File: src/rtl/ps2_pkg.sv
// ps2_pkg: shared types and default timing for the PS/2 host transmitter.
//   ps2_tx_state_e  - transmitter FSM states
//   ps2_tx_status_e - tx_status result codes
//   PS2_*_CYC       - default timing constants at 100 MHz
//   ps2_max3        - helper used to size the shared timeout counter
package ps2_pkg;

  typedef enum logic [2:0] {
    ST_IDLE,
    ST_INHIBIT,
    ST_REQ,
    ST_WAIT_CLK,
    ST_SEND,
    ST_ACK,
    ST_WAIT_IDLE,
    ST_FAIL
  } ps2_tx_state_e;

  typedef enum logic [1:0] {
    TX_ACK_OK   = 2'b00,
    TX_NACK     = 2'b01,
    TX_START_TO = 2'b10,
    TX_PKT_TO   = 2'b11
  } ps2_tx_status_e;

  localparam int unsigned PS2_INHIBIT_CYC  = 10000;    // 100 us
  localparam int unsigned PS2_START_TO_CYC = 1500000;  // 15 ms
  localparam int unsigned PS2_PKT_TO_CYC   = 200000;   // 2 ms

  function automatic int unsigned ps2_max3(input int unsigned a,
                                           input int unsigned b,
                                           input int unsigned c);
    int unsigned m;
    m = (a > b) ? a : b;
    return (m > c) ? m : c;
  endfunction

endpackage

File: src/rtl/ps2_line_sync.sv
// ps2_line_sync: two-flop synchronizer for one raw PS/2 line plus a
// falling-edge detect on the synchronized level.
//   clk, rstn - system clock, async active-low reset
//   pin       - raw line level (idle high)
//   level     - synchronized line level
//   fall      - one-cycle pulse when the synchronized level goes 1 -> 0
module ps2_line_sync (
  input  logic clk,
  input  logic rstn,
  input  logic pin,
  output logic level,
  output logic fall
);

  logic s1, s2, s3;

  // Flops reset to 1 so a bus that idles high never produces a false edge.
  always_ff @(posedge clk or negedge rstn) begin
    if (!rstn) begin
      s1 <= 1'b1;
      s2 <= 1'b1;
      s3 <= 1'b1;
    end else begin
      s1 <= pin;
      s2 <= s1;
      s3 <= s2;
    end
  end

  assign level = s2;
  assign fall  = s3 & ~s2;

endmodule

File: src/rtl/ps2_host_tx.sv
// ps2_host_tx: host-to-device PS/2 command transmitter (open-collector).
//   clk, rstn            - system clock, async active-low reset
//   tx_data, tx_valid    - command byte and send request
//   tx_ready             - high when idle; byte accepted on tx_valid && tx_ready
//   ps2_clk_in/data_in   - raw pin levels
//   ps2_clk_oe/data_oe   - 1 pulls the corresponding line low
//   rx_inhibit           - high whenever the transmitter is busy
//   tx_done, tx_status   - end-of-transaction pulse and result code
module ps2_host_tx
  import ps2_pkg::*;
#(
  parameter int unsigned INHIBIT_CYC  = PS2_INHIBIT_CYC,
  parameter int unsigned START_TO_CYC = PS2_START_TO_CYC,
  parameter int unsigned PKT_TO_CYC   = PS2_PKT_TO_CYC
) (
  input  logic       clk,
  input  logic       rstn,
  input  logic [7:0] tx_data,
  input  logic       tx_valid,
  output logic       tx_ready,
  input  logic       ps2_clk_in,
  input  logic       ps2_data_in,
  output logic       ps2_clk_oe,
  output logic       ps2_data_oe,
  output logic       rx_inhibit,
  output logic       tx_done,
  output logic [1:0] tx_status
);

  localparam int unsigned CW = $clog2(ps2_max3(INHIBIT_CYC, START_TO_CYC, PKT_TO_CYC));

  localparam logic [CW-1:0] INH_LAST   = CW'(INHIBIT_CYC - 1);
  localparam logic [CW-1:0] START_LAST = CW'(START_TO_CYC - 1);
  localparam logic [CW-1:0] PKT_LAST   = CW'(PKT_TO_CYC - 1);

  logic clk_lvl, clk_fall;
  logic data_lvl, data_fall_unused;

  ps2_line_sync u_clk_sync (
    .clk   (clk),
    .rstn  (rstn),
    .pin   (ps2_clk_in),
    .level (clk_lvl),
    .fall  (clk_fall)
  );

  // The ACK is taken from the data level at a clock fall; data edges are not used.
  ps2_line_sync u_data_sync (
    .clk   (clk),
    .rstn  (rstn),
    .pin   (ps2_data_in),
    .level (data_lvl),
    .fall  (data_fall_unused)
  );

  ps2_tx_state_e  state;
  ps2_tx_status_e status_q, res_q;
  logic [CW-1:0]  cnt, cnt_inc;
  logic [3:0]     n;
  logic [7:0]     sh;
  logic           par;
  logic           clk_oe_q, data_oe_q, done_q, ready_q, inhibit_q;

  // Saturating increment shared by every timing phase.
  assign cnt_inc = (&cnt) ? cnt : cnt + 1'b1;

  always_ff @(posedge clk or negedge rstn) begin
    if (!rstn) begin
      state     <= ST_IDLE;
      status_q  <= TX_ACK_OK;
      res_q     <= TX_ACK_OK;
      cnt       <= '0;
      n         <= '0;
      sh        <= '0;
      par       <= 1'b0;
      clk_oe_q  <= 1'b0;
      data_oe_q <= 1'b0;
      done_q    <= 1'b0;
      ready_q   <= 1'b1;
      inhibit_q <= 1'b0;
    end else begin
      done_q <= 1'b0;
      case (state)
        ST_IDLE: begin
          ready_q <= 1'b1;
          if (tx_valid && ready_q) begin
            sh        <= tx_data;
            par       <= ~^tx_data;
            cnt       <= '0;
            n         <= '0;
            clk_oe_q  <= 1'b1;
            ready_q   <= 1'b0;
            inhibit_q <= 1'b1;
            state     <= ST_INHIBIT;
          end
        end

        ST_INHIBIT: begin
          if (cnt == INH_LAST) begin
            cnt       <= '0;
            data_oe_q <= 1'b1;
            state     <= ST_REQ;
          end else begin
            cnt <= cnt_inc;
          end
        end

        // Start bit is already on data; releasing clock hands control to the device.
        ST_REQ: begin
          clk_oe_q <= 1'b0;
          cnt      <= '0;
          state    <= ST_WAIT_CLK;
        end

        ST_WAIT_CLK: begin
          if (clk_fall) begin
            data_oe_q <= ~sh[0];
            n         <= 4'd1;
            cnt       <= '0;
            state     <= ST_SEND;
          end else if (cnt == START_LAST) begin
            clk_oe_q  <= 1'b0;
            data_oe_q <= 1'b0;
            res_q     <= TX_START_TO;
            state     <= ST_FAIL;
          end else begin
            cnt <= cnt_inc;
          end
        end

        // One packet timer covers SEND, ACK and WAIT_IDLE and beats any fall.
        ST_SEND, ST_ACK, ST_WAIT_IDLE: begin
          if (cnt == PKT_LAST) begin
            clk_oe_q  <= 1'b0;
            data_oe_q <= 1'b0;
            res_q     <= TX_PKT_TO;
            state     <= ST_FAIL;
          end else begin
            cnt <= cnt_inc;
            if (state == ST_SEND) begin
              if (clk_fall) begin
                if (n <= 4'd7) begin
                  data_oe_q <= ~sh[n[2:0]];
                end else if (n == 4'd8) begin
                  data_oe_q <= ~par;
                end else begin
                  data_oe_q <= 1'b0;
                  state     <= ST_ACK;
                end
                n <= n + 4'd1;
              end
            end else if (state == ST_ACK) begin
              if (clk_fall) begin
                res_q <= data_lvl ? TX_NACK : TX_ACK_OK;
                state <= ST_WAIT_IDLE;
              end
            end else if (clk_lvl && data_lvl) begin
              done_q    <= 1'b1;
              status_q  <= res_q;
              inhibit_q <= 1'b0;
              state     <= ST_IDLE;
            end
          end
        end

        ST_FAIL: begin
          done_q    <= 1'b1;
          status_q  <= res_q;
          inhibit_q <= 1'b0;
          state     <= ST_IDLE;
        end

        default: state <= ST_IDLE;
      endcase
    end
  end

  assign ps2_clk_oe  = clk_oe_q;
  assign ps2_data_oe = data_oe_q;
  assign tx_done     = done_q;
  assign tx_status   = status_q;
  assign tx_ready    = ready_q;
  assign rx_inhibit  = inhibit_q;

endmodule

File: config.mk
export PLATFORM = sky130hd
export DESIGN_NAME = ps2_host_tx
export DESIGN_NICKNAME = d
export VERILOG_FILES = /design/src/rtl/ps2_pkg.sv /design/src/rtl/ps2_line_sync.sv /design/src/rtl/ps2_host_tx.sv
export SDC_FILE = /design/constraint.sdc
export NUM_CORES = 1
export LEC_CHECK = 0
export ABC_AREA = 1
export CORE_MARGIN = 3
export CORE_UTILIZATION = 25
export CTS_BUF_LIST = sky130_fd_sc_hd__clkbuf_4 sky130_fd_sc_hd__clkbuf_8 sky130_fd_sc_hd__clkbuf_16
export DETAILED_ROUTE_END_ITERATION = 16
export GPL_TIMING_DRIVEN = 0
export SLEW_MARGIN = 20
export SYNTH_ARGS = -nofsm -noshare
export SYNTH_HDL_FRONTEND = slang
export SYNTH_SLANG_ARGS = --single-unit
File: constraint.sdc
create_clock -name clk -period 2.2 [get_ports clk]
set_input_delay 0.44 -clock clk [delete_from_list [all_inputs] [get_ports clk]]
set_output_delay 0.44 -clock clk [all_outputs]
set_load 0.1 [all_outputs]
# After elaboration in Yosys (flattened, before gate mapping)
# Cells that the tools add are included.
[classes] addsub=2 n_mul=0 n_div=0 order_cmp=2 n_eq_ne=34 shift=0 muxes=65 n_bitwise=5 n_reduce_logical=22
[ops] operator="2-to-1 mux 21 bit" count=6
[ops] operator="one-hot mux 21 bit (5 select lines)" count=1
[ops] operator="2-to-1 mux 3 bit" count=12
[ops] operator="inequality test 2 bit (second input constant)" count=12
[ops] operator="2-to-1 mux 1 bit" count=22
[ops] operator="adder 21 x 1 -> 21 bit (second input constant)" count=1
[ops] operator="equality test 21 x 14 -> 1 bit (second input constant)" count=1
[ops] operator="equality test 21 x 18 -> 1 bit (second input constant)" count=1
[ops] operator="equality test 21 bit (second input constant)" count=1
[ops] operator="AND reduction 21 bit" count=1
[ops] operator="2-to-1 mux 2 bit" count=10
[ops] operator="2-to-1 mux 4 bit" count=5
[ops] operator="inequality test 3 bit (second input constant)" count=6
[ops] operator="one-hot mux 3 bit (6 select lines)" count=1
[ops] operator="AND reduction 6 bit" count=3
[ops] operator="inequality test 4 bit (second input constant)" count=4
[ops] operator="AND reduction 5 bit" count=3
[ops] operator="equality test 3 bit (second input constant)" count=4
[ops] operator="one-hot mux 4 bit (3 select lines)" count=1
[ops] operator="nonzero test 3 bit" count=3
[ops] operator="one-hot mux 2 bit (2 select lines)" count=2
[ops] operator="AND reduction 8 bit" count=1
[ops] operator="XNOR reduction 8 bit" count=1
[ops] operator="equality test 3 x 2 -> 1 bit (second input constant)" count=2
[ops] operator="other kinds (20)" count=26
[word_totals] ff_bits=51 latch_bits=0 mem_bits_rw=0 mem_bits_ro=0 input_bits=13 output_inout_bits=7 wordCells=147 memories=0

# Logic depth before layout (Yosys ltp)
# Gate-level depths: netlist of the first run.
[depth] depth_word=8 depth_mapped=13

# By module
# From an unflattened synthesis of the first run, not the netlist that was laid out.
[unflattened] cells_unflattened=560 hier_area_um2=3697.3
[modules_own_cells] mod="ps2_host_tx" instances=1 cells_per_inst=550 area_per_inst_um2=3519.6 seq_area_each_um2=1152.4
[modules_own_cells] mod="ps2_line_sync" instances=2 cells_per_inst=5 area_per_inst_um2=88.8 seq_area_each_um2=78.8

# Least setup slack after synthesis of the first run
# No wires, ideal clock.
[synth_path] path_kind="register to register" from="reg ready_q, in the netlist tx_ready" to="reg cnt[14]" arrival_ps=1732 required_ps=2135 slack_ps=403 stages_incl_launch_ff=12 period_less_slack_ps=1797 path_cell_list="dfstp_2 nand2_1 inv_1 nor2_1 inv_1 nand2_4 inv_4 nand2_4 inv_4 buf_6 nand3_1 nand2_1"
[synth_via] elab_chain_len=3
[synth_lines] element="start: declaration" line_no="ps2_host_tx.sv:62" source="logic clk_oe_q, data_oe_q, done_q, ready_q, inhibit_q;"
[synth_lines] element="start signal: assignment" line_no="ps2_host_tx.sv:79" source="ready_q <= 1'b1;"
[synth_lines] element="start signal: assignment" line_no="ps2_host_tx.sv:85" source="ready_q <= 1'b1;"
[synth_lines] element="start signal: assignment" line_no="ps2_host_tx.sv:92" source="ready_q <= 1'b0;"
[synth_lines] element="logical AND 1 bit" line_no="ps2_host_tx.sv:86" source="if (tx_valid && ready_q) begin"
[synth_lines] element="inequality test 2 bit (no line)"
[synth_lines] element="AND reduction 4 bit (no line)"
[synth_lines] element="end signal: assignment" line_no="ps2_host_tx.sv:104" source="cnt <= cnt_inc;"
[synth_lines] element="end signal: assignment" line_no="ps2_host_tx.sv:127" source="cnt <= cnt_inc;"
[synth_lines] element="end signal: assignment" line_no="ps2_host_tx.sv:139" source="cnt <= cnt_inc;"
[synth_lines] element="end: declaration" line_no="ps2_host_tx.sv:58" source="logic [CW-1:0] cnt, cnt_inc;"
# No other way between the ends.
# A chain may end at the register's enable or synchronous reset.

# Final worst setup path of the first run
[layout_path] from="reg ready_q, in the netlist tx_ready" to="out tx_ready"
[layout_rtl] element="end: declaration" line_no="ps2_host_tx.sv:20" source="output logic tx_ready,"
# No word-level cell between the ends.

==> results of run 1 <==
-- repair_timing --
item	in CTS	in global routing
resized for setup	7	2
setup buffers	0	0
setup endpoints to repair	7	16
-- logic make-up (layout without fill, tap and decap cells) --
logic type               after synthesis  after routing  share of synthesized area (%)
AO/OA/AOI/OAI                         36             36                           5.21
XOR/XNOR                              19             19                           4.47
flip-flops                            51             51                           34.5
AND/OR/NAND/NOR                      366            366                           45.7
adder cells (fa/ha/maj)                3              3                           1.01
buffers and inverters                 70             97                           9.05
-- per-layer routing --
layer | vias to the layer above | part of all wire, % | wire length (um)
met5 | - | 0 | 0
met4 | 0 | 1.4 | 131
met3 | 15 | 5.1 | 476
met2 | 90 | 42 | 3940
met1 | 1586 | 51 | 4740
li1 | 1790 | - | -
-- path summary, 6_finish.rpt --
path	start	endpoint	depth (start not counted)
worst min register to register	u_clk_sync.s1	u_clk_sync.level	0
min in group clk	u_clk_sync.s1	u_clk_sync.level	0
worst max register to register	cnt[0]	cnt[16]	11
max in group asynchronous	rstn	sh[4]	1
worst min-delay path	rstn	cnt[10]	1
worst max-delay path	tx_ready	tx_ready	1
-- final cells by class --
type | instances | area share, %
Buffer | 18 | 3.19
Clock buffer | 5 | 2.93
Clock inverter | 3 | 0.527
Inverter | 52 | 4.68
Multi-Input combinational cell | 424 | 49.2
Sequential cell | 51 | 30.1
Tap cell | 180 | 5.27
Timing Repair Buffer | 19 | 4.18
-- power breakdown --
part | switching, W | internal [W]
clock network | 0.000383 | 0.000429
logic | 0.00155 | 0.000592
registers | 0.000143 | 0.00116
-- metrics by stage --
stage | cells | worst slack (ps) | hold WS (ps)
6_report | 752 | 71.0 | 154
5_1_grt | 752 | 2.74 | 240
4_1_cts | 752 | 44.2 | 201
3_5_place_dp | 744 | 66.5 | 347
3_3_place_gp | 744 | -927 | 346
2_1_floorplan | 545 | 403 | 144
-- cell usage in the layout, fill, tap and decap left out, types with 5 or more instances in the layout --
cell type,count
dfstp_2,6
nor2_2,7
nand2_1,191
o21ai_0,20
inv_2,5
dfrtp_1,44
buf_6,7
clkbuf_16,5
nand3_1,66
nand4_1,16
nand2_2,6
dlygate4sd2_1,7
nand2_4,6
inv_1,44
a21oi_1,7
buf_2,7
nor2_1,55
xnor2_1,8
clkdlybuf4s50_1,11
nor2_4,5
xor2_1,11
-- flip-flops by register name, indices dropped and copies added, names as in the netlist, 2 cells and up --
name / flops
n: 4
cnt: 21
res_q: 2
sh: 8
state: 3
tx_status: 2
==> run metrics, run 1 <==
status=finished, final reports clean; CTS tree=done; clock-pin transition on the worst setup and hold timing paths=80 ps; register area=1280 sq um; chain of cells forming the critical path=dlygate4sd2_1; Area growth syn-to-layout=14.9%; flops & latches, synth=51; Post-synth EDFFs=0; Max clock buf depth=2; all-layer global routing usage=12.0%; share of cells above drive strength 1=12.6%; num rows=between 40 and 50; post-synthesis sequential area ratio=about a third; R2R Setup Slk=170 ps; Top delay family on crit path=buffers and inverters; setup violators final=0; GRT busiest layer=met2; highest clock rate=~470 MHz; count leader, synth=nand2_1; Routability Congestion=between 0.9 and 1; Die Area=16,400 sq um; Clock Latency Late Sink=300 ps; Ys Warns=0; Initial DRC Count=between 200 and 250; crit path kind=register to primary output; number of H-tree levels=2; CP endpoint kind=primary output; CTS Hold Bufs=0; GRT Residual Overflow=0; Syn Area/Cell=6.83 sq um; post-synth top area cell=dfrtp_1; I/O Buffers=19; GR Layer Usage met1=~17%; CP required=around 1800 ps; Die Y=128 um; Nets=587; placed inst area=4130 sq um; Worst Path Max Fanout=3; fin crit period=2130 ps; Sink Count=51; I/O Pins=20; Worst Path Arrival=1690 ps; Area contributors post-synth=dfrtp_1 (30%), nand2_1 (19%), nand3_1 (8.9%); Vias=between 3,000 and 4,000; WL per Instance=12.4 um; Post-Layout Inst Area=4280 sq um; Die Width=128 um; final WL=9290 um; CP peak stage delay=850 ps; Remaining DRCs=0; most common library cells after synthesis=nand2_1 (191), nand3_1 (66), nor2_1 (55); First-pass DRT Iterations=6; max_cap viols=0; M2 GR Usage=a little under a fifth; syn_nets=561; Slew @ Worst Pin=965 ps; Num CTS Buffers=5; Routed Antenna Nets=0; Worst VDD drop=0.923 mV; multi-input combinational cell area=2100 sq um; Leak=2.06 nW; Synth Cell Area=3720 sq um; max-slew violations=0; slowest CP cell=dlygate4sd2_1; Ant. Diodes=0; M3 GR Usage=under 10%; Hold WC Path Type=input pin to asynchronous set/reset pin; period utilization=about 97%; Yosys top cell area share=a little under a third; Primary FF master, synth=dfrtp_1; FFs w/ async S/R, synth=100%; Vias/cell=4.63; power density cells=between 900 and 1000 nW/um^2; Layout Utilization=30.1%; vias in the first global route=3,263; Core ar.=14,200 sq um; dpl hpwl=about 6900 um; first-pass GRT wire length=16,000 um; Syn Inst Count=545; setup TNS=0 ps; crit start category=register; RSZ-0062 raised after global routing=false; number of antenna violations at the first check in global routing=0; Rel. slew slack=roughly 36%; Initial Util=26.2%; largest net degree at the start of global routing=52; root buffer cell=clkbuf_16; Final Skew=7.36 ps; post-synthesis cell type count=36; Buf/Inv on CP=1; Fin. Hold Viols=0; Fill cells=approximately 1,600; Tot Pwr=0.00426 W
Power figures use the tool's default switching activity.
==> inputs of run 2 (changes only) <==
CTS_CLUSTER_DIAMETER = 100   (was not set)
==> results of run 2 <==
Same layout as run 1: the final DEF is identical, and so are final timing and power.
==> variant: new RTL, config.mk and constraints of run 2 <==
The package constant `PS2_INHIBIT_CYC` goes from 10000 to 2500.
--- a/src/rtl/ps2_pkg.sv
+++ b/src/rtl/ps2_pkg.sv
@@ -25,3 +25,3 @@
 
-  localparam int unsigned PS2_INHIBIT_CYC  = 10000;    // 100 us
+  localparam int unsigned PS2_INHIBIT_CYC  = 2500;    // 100 us
   localparam int unsigned PS2_START_TO_CYC = 1500000;  // 15 ms
Check against the original RTL: same outputs for any inputs over 10 cycles, from zero or initial values and one cycle with rstn low; that may be too few to reach the edited logic, so the function may still have changed.
==> variant against run 2 <==
  * Critical path depth did not move
  * Sequential cell count stayed put
  * Total power is 0.92% lower
  * Core utilization grew 0.60 points
  * Critical path type unchanged
  * Design area is 7.2% lower
  * Routed wire length down 10%
  * Largest cell class unchanged
  * Area after synthesis decreased by 9.2%
  * Largest power group unchanged
  * Setup slack worse by 0.0068 ns
==> variant: results (changes against run 2) <==
\begin{tabular}{lr}
\hline
Metric & Value \\
\hline
\multicolumn{2}{l}{\textbf{Cells and area}} \\
\quad Number of nets in the finished design & 557 (-5.1\%) \\
\quad Count of fill cells added during filler insertion & 1394 (-13\%) \\
\quad P\&R area growth vs syn & 17.6\% \\
\quad Share of cells above drive strength 1 & 7.38\% (-5.2 points) \\
\multicolumn{2}{l}{\textbf{Placed design}} \\
\quad Count of input and output buffers & 19 (unchanged) \\
\quad Post-place instance area & 3780 um2 (-8.6\%) \\
\quad Placement Setup Slack & -0.0854 ns (-0.152 ns) \\
\quad Routability-driven placement congestion ratio & 0.951 (+0.87\%) \\
\multicolumn{2}{l}{\textbf{Timing}} \\
\quad Max Clock Skew & 0.00292 ns (-0.00444 ns) \\
\multicolumn{2}{l}{\textbf{Run status}} \\
\quad Status & finished, final reports clean \\
\multicolumn{2}{l}{\textbf{Yosys}} \\
\quad Xor and xnor area share after synthesis & 5.19\% (+0.72 points) \\
\quad Top cells by instance count after synthesis & sky130\_fd\_sc\_hd\_\_nand2\_1, sky130\_fd\_sc\_hd\_\_nor2\_1, sky130\_fd\_sc\_hd\_\_inv\_1, sky130\_fd\_sc\_hd\_\_dfrtp\_1, sky130\_fd\_sc\_hd\_\_nand3\_1 \\
\quad Sequential area share after synthesis & 38.0\% (+3.5 points) \\
\quad Post-synthesis compound-gate area fraction & 4.15\% (-1.1 points) \\
\quad Number of distinct standard cells referenced by the synthesized netlist & 29 (-19\%) \\
\quad Post-Synthesis Net Count & 531 (-5.3\%) \\
\quad Top cells by area, synth & sky130\_fd\_sc\_hd\_\_dfrtp\_1, sky130\_fd\_sc\_hd\_\_nand2\_1, sky130\_fd\_sc\_hd\_\_nor2\_1 \\
\quad Cells after synthesis & 515 (-5.5\%) \\
\quad Post-synthesis share of cell area spent on full adders, half adders and majority gates & 1.11\% (+0.10 points) \\
\multicolumn{2}{l}{\textbf{Route}} \\
\quad Mean routed wirelength per cell & 11.7 um (-5.4\%) \\
\quad Iter 0 DRT Violations & 249 (+5.1\%) \\
\multicolumn{2}{l}{\textbf{Global route}} \\
\quad GR Layer Usage met1 & 16.8\% (-0.38 points) \\
\quad Met2 Track Usage GR & 18.9\% (+0.22 points) \\
\quad Number of global-route vias before repair & 3016 (-7.6\%) \\
\quad Wire length of the first global-routing pass & 14400 um (-9.8\%) \\
\quad Met3 Usage GRT & 1.58\% (-0.84 points) \\
\quad Total Routing Usage GR & 11.8\% (-0.21 points) \\
\multicolumn{2}{l}{\textbf{Pwr}} \\
\quad Leak & 1.99 nW (-3.5\%) \\
\hline
\end{tabular}
==> variant: changes by cell type after synthesis, sizes merged, moves of 3 or more <==
cell    change
buf         -8
nor2       +13
o21ai       -6
nand3      -26
clkbuf      +3
nor3        -3
==> variant: layer usage <==
metal,vias to the layer above,wire length [um]
li1,1668,-
met1,1470,4160
met2,59,3790
met3,8,299
met4,0,101
met5,-,0
==> variant: area by class of cell <==
cell class,count,share of cell area [%]
buffer,13,1.95
sequential,51,32.4
tap,172,5.42
clock inverter,3,1.20
clock buffer,5,3.15
multi-input combinational,399,46.5
inverter,52,4.92
timing repair buffer,19,4.51
==> variant: power by group <==
| part | internal, mW | switching (mW) | leakage, nW | total [mW] |
|---|---|---|---|---|
| logic | 0.569 | 1.42 | 1.25 | 1.99 |
| clock network | 0.543 | 0.362 | 0.0844 | 0.904 |
| registers | 1.16 | 0.162 | 0.658 | 1.33 |
==> variant: cell families (layout without fill, tap and decap cells) <==
group / count (synthesis) / in the layout
AO/OA/AOI/OAI: 26 / 26
XOR/XNOR: 20 / 20
adder cells (fa/ha/maj): 3 / 3
buffers and inverters: 65 / 92
flip-flops: 51 / 51
AND/OR/NAND/NOR: 350 / 350
==> variant: path summary, 6_finish.rpt <==
check | depth (start not counted) | to | from | slack, ns
min in group clk | 0 | u_clk_sync.level$_DFF_PN1_ | u_clk_sync.s1$_DFF_PN1_ | 0.36
worst max register to register | 10 | state[0]$_DFFE_PN0P_ | cnt[0]$_DFFE_PN0P_ | 0.19
max in group asynchronous | 1 | cnt[0]$_DFFE_PN0P_ | rstn | 1.60
worst max-delay path | 1 | tx_ready | tx_ready$_DFFE_PN1P_ | 0.06
worst min-delay path | 1 | res_q[0]$_DFFE_PN0P_ | rstn | 0.16
worst min register to register | 0 | u_clk_sync.level$_DFF_PN1_ | u_clk_sync.s1$_DFF_PN1_ | 0.36
==> variant: repair_timing <==
item,4_1_cts,5_1_grt
endpoints found under the setup margin,27,28
buffers inserted,0,0
gates resized for setup,11,6
